`src/rtl/mips_run_checker.sv`:
```
// Run monitor and result checker for the single-cycle MIPS core.
// It waits for the program to idle on NOPs or for the watchdog to expire.
// It then sweeps a window of data memory against a reference port and
// keeps a saturating pass count for each category.

// Per-category saturating pass counter, cleared when a new run starts.
module mips_run_checker_cnt #(
  parameter int CNT_W = 8
) (
  input  logic             clk,
  input  logic             rst,
  input  logic             clr,
  input  logic             inc,
  output logic [CNT_W-1:0] cnt
);
  // Count matches and hold at all-ones instead of wrapping.
  always_ff @(posedge clk or posedge rst) begin
    if (rst)                     cnt <= '0;
    else if (clr)                cnt <= '0;
    else if (inc && cnt != '1)   cnt <= cnt + 1'b1;
  end
endmodule


```
`config.mk`:
```
export PLATFORM = sky130hd
export DESIGN_NAME = mips_run_checker_cnt
export DESIGN_NICKNAME = d
export VERILOG_FILES = /design/src/rtl/mips_run_checker.sv
export SDC_FILE = /design/constraint.sdc
export NUM_CORES = 1
export LEC_CHECK = 0
export CAP_MARGIN = 10
export CORE_AREA = 4 4 41 43
export DETAILED_ROUTE_END_ITERATION = 10
export DIE_AREA = 0 0 45 47
export RECOVER_POWER = 100
export SLEW_MARGIN = 20
export SYNTH_ARGS = -nofsm -noshare
export SYNTH_HDL_FRONTEND = slang
export SYNTH_SLANG_ARGS = --single-unit
```
`constraint.sdc`:
```
create_clock -name clk -period 4 [get_ports clk]
set_input_delay 0.8 -clock clk [delete_from_list [all_inputs] [get_ports clk]]
set_output_delay 0.8 -clock clk [all_outputs]
set_load 0.02 [all_outputs]
```
# Yosys cells after proc, flatten, opt, wreduce, memory -nomap -nowiden
# Cells that the tools add are included.
[classes]
reduce_logical = 2
eq_ne = 1
muxes = 2
n_addsub = 1
[op_table]
columns = ["operator", "count"]
rows = [
  ["$mux W8", 2],
  ["$add A8 B1 Y8 const B", 1],
  ["$ne A8 B8 Y1 const B", 1],
  ["$reduce_bool A2 Y1", 1],
  ["$logic_and A1 B1 Y1", 1],
]
[word_totals]
word_cells = 7
out_inout_bits = 8
register_bits = 8
input_bits = 4

# Longest topological paths before layout
[logic_depth]
word_depth = 4
ltp_mapped = 4
mapped_depth_nobuf = 4

# Worst setup path after synthesis
# OpenSTA, ideal clock, no wires.
[synth_timing]
path_kind = "register -> register"
startpoint = "reg cnt[0]"
endpoint = "reg cnt[5]"
stages_incl_launch_ff = 5
required_ns = 3.875
n_path_buf = 0
path_slack_ns = 2.354
arrival_ns = 1.521
setup_time_ns = 0.125
synth_period_minus_slack_ns = 1.646
cell_sequence = "dfrtp_1 > ha_1 > and3_1 > a211oi_2 > mux2_4"
[synth_between]
elab_chain_len = 3
word_cells_on_any_way = 6
classes_between = "add/sub (1); eq/ne (1); mux (2); reduce/logical (2)"
[synth_rtl]
columns = ["item", "line", "source"]
rows = [
  ["start, declared", "14", "output logic [CNT_W-1:0] cnt"],
  ["start signal, assigned", "20", "else if (inc && cnt != '1) cnt <= cnt + 1'b1;"],
  ["$add A8 B1 Y8 / $ne A8 B8 Y1 (equally long branches)", "20", ""],
  ["$mux W8 / $logic_and A1 B1 Y1 (equally long branches)", "20", ""],
  ["$mux W8 / $reduce_bool A2 Y1 (equally long branches)", "--", ""],
]
# Parallel ways exist; a longest one is shown, timed or not. The select of a mux whose other input is x is not followed.
# A chain may end at the register's enable or synchronous reset.

# Worst setup path after layout
[layout_timing]
startpoint = "reg cnt[3]"
endpoint = "out cnt[3]"
# No word-level cell between the ends.

==> results.yml <==
run_status:
  status: "finished, final reports clean"
cells_and_area:
  drive_above_1_share_pct: 11.5
  top_regs: "cnt (8)"
  diodes: 0
  nNetsFinal: 68
  area_growth_pct: 23.8
  regMostFlops: "cnt"
  largest_reg_flops: 8
  final_common_cell: "dlygate4sd3_1"
  fill_cells: 132
  final_cell_mix: "dlygate4sd3_1, dfrtp_1"
power_and_ir_drop:
  peakVddDrop_v: 0.000172
  power.density_mw_per_mm2: 264
  p_leak_nw: 0.313
  power.total_mw: 0.165
global_routing:
  grt_max_degree: 11
  antenna_found_initial: 0
  grt-busiest-layer: "met2"
  gr-usage-met3_pct: 7.28
  grt_pass1_wl_mm: 1.58
  met1_usage_pct: 12.3
  grt-ovfl-total: 0
  use_met2_pct: 17.2
  grt_util_all_layers_pct: 11.1
  grt_pass1_vias: 358
clock_tree:
  postCtsSetupRepairBufs: 0
  hold_buffers: 0
  clk_latency_ns: 0.25
  cts-root-buf: "clkbuf_4"
  cts-buffers-inserted: 3
  cts.sinks: 8
  postCtsResizedCells: 0
  cts_tree: "built"
  clk_path_buf_depth: 2
  clkSlewWorstSetupHoldPaths_ns: 0.05
  htreeDepth: 1
placed_design:
  gp_congestion: 0.823
  hpwl_um: 748
  port_buffers: 11
drt:
  viasPerCell: 5.16
  ant_nets: 0
  wire_per_inst_um: 12.6
  drt_iter0_drc: 6
  wirelength_um: 955
  routed-via-count: 392
  drtPass1Iterations: 4
  remaining_drc_errors: 0
worst_hold_path:
  hp-class: "flop to flop"
  hold_start: "cnt[1]"
  holdPathEnd: "cnt[1]"
  min_path_cells: 2
synth:
  ys_seq_area_share_pct: 39.7
  syn_inst: 49
  synthAdderAreaFrac_pct: 2.48
  syn_area_per_cell_um2: 10.3
  synth_cell_type_count: 25
  yosysTopAreaCellShare_pct: 39.7
  synth_area_um2: 504
  synth_warnings: 0
  synth_top_family_by_area: "simple AND/OR/NAND/NOR gates"
  synth_xor_area_share_pct: 0
  synth.net_count: 54
  synthMuxAreaShare_pct: 13.9
  ys_ff_latch: 8
  synth-compound-area-share_pct: 15.6
  synth_largest_area_cell: "dfrtp_1"
  synth-simple-area-share_pct: 23.8
  synth_area_leaders: "dfrtp_1, mux2_4, nor2b_1, a21oi_2, nand2_1"
floorplan:
  io_pins: 12
  die_h_um: 47
  start_util_pct: 38.8
  num_rows: 13
  die_area_mm2: 0.00212
  core_area_mm2: 0.00130
  die-width_um: 45
critical_path:
  worstPathArrival_ns: 1.39
  crit_chain: "dlygate4sd3_1"
  worst-path-buf-inv: 1
  crit_slowest_cell: "dlygate4sd3_1"
  reg2reg_from: "cnt[0]"
  crit_type: "flop to primary output"
  cp-start-kind: "flop"
  critical-path-max-stage-delay_ns: 0.70
  cp-end-kind: "primary output"
  crit_fanout: 7
  path_depth: 1
  reg2reg_to: "cnt[0]"
  cp_data_required_time_ns: 3.20
  reg2reg_depth: 4
  cp_top_family: "buffers and inverters"
  rrSetupSlack_ns: 2.26
sta:
  slew_viol_final: 0
  clock_skew_ns: 0.00470
  worst_pin_slew_ns: 0.444
  fin_crit_ns: 2.19
  maxSlewHeadroom_pct: 70.1
  hold_violations: 0
  rsz0062_at_grt: "false"
  fin_setup_tns_ns: 0
  max_freq_ghz: 0.456
  setup_viol: 0
  period_share_pct: 54.8
job:
  maxCapViolCount: 0
[worst max path at each step]
stage | from | end | slack (ns)
finish | cnt[3] | cnt[3] | 1.81
global route | cnt[3] | cnt[3] | 1.73
CTS | cnt[3] | cnt[3] | 1.85
detailed placement | inc | cnt[5] | 1.73
global placement | inc | cnt[5] | 1.76
floorplan | cnt[0] | cnt[5] | 2.35
[layout make-up]
| class | count | area (µm²) | share of cell area [%] |
|---|---|---|---|
| Clock buffer | 3 | 22.5 | 3.61 |
| Tap cell | 15 | 18.8 | 3.01 |
| Sequential cell | 8 | 200 | 32.1 |
| Inverter | 2 | 7.51 | 1.20 |
| Multi-Input combinational cell | 37 | 265 | 42.5 |
| Timing Repair Buffer | 11 | 110 | 17.6 |
[where the power goes]
part | total, mW | internal [mW] | switching, mW
Clock | 0.0603 | 0.0342 | 0.0261
Combinational | 0.0195 | 0.00902 | 0.0104
Sequential | 0.0851 | 0.0830 | 0.00209
[tightest hold or removal path, stage by stage (launching register included)]
cell	delay [ns]
dfrtp_1	0.40
nand2_1	0.07
mux2i_1	0.06
[metrics by stage]
stage	cells	hold slack [ns]	utilization, %	worst slack [ns]	area (µm²)
final	76	0.572	48.0	1.81	624
after global routing	76	0.622	48.0	1.73	624
after CTS	76	0.576	49.2	1.85	641
after detailed placement	73	0.570	47.5	1.73	618
after global placement	73	0.567	47.5	1.76	618
after floorplan	49	0.616	-	2.35	504
[cells in the mapped netlist (all sizes together)]
master / instances
nor2b: 4
a21oi: 4
o21bai: 1
nand4: 2
nand2: 4
buf: 1
ha: 1
a211oi: 1
o311a: 1
nand4b: 1
nand3: 2
mux2: 4
inv: 2
dfrtp: 8
a21boi: 1
mux2i: 1
nor3: 1
nor2: 4
clkbuf: 1
and4: 1
o211a: 1
nand2b: 1
and3: 1
and2b: 1
[metal layers]
metal  wire (µm)  up-vias
li1            -      205
met1         432      179
met2         448        8
met3          74        0
met4           0        0
met5           0        -
[kinds of logic (layout without fill, tap and decap cells)]
logic type | after synthesis | in the layout
compound gates | 9 | 9
fa+ha+maj | 1 | 1
buf+inv | 4 | 16
flops | 8 | 8
mux | 5 | 5
simple gates | 22 | 22
No activity file was read; power rests on OpenSTA's default activity.
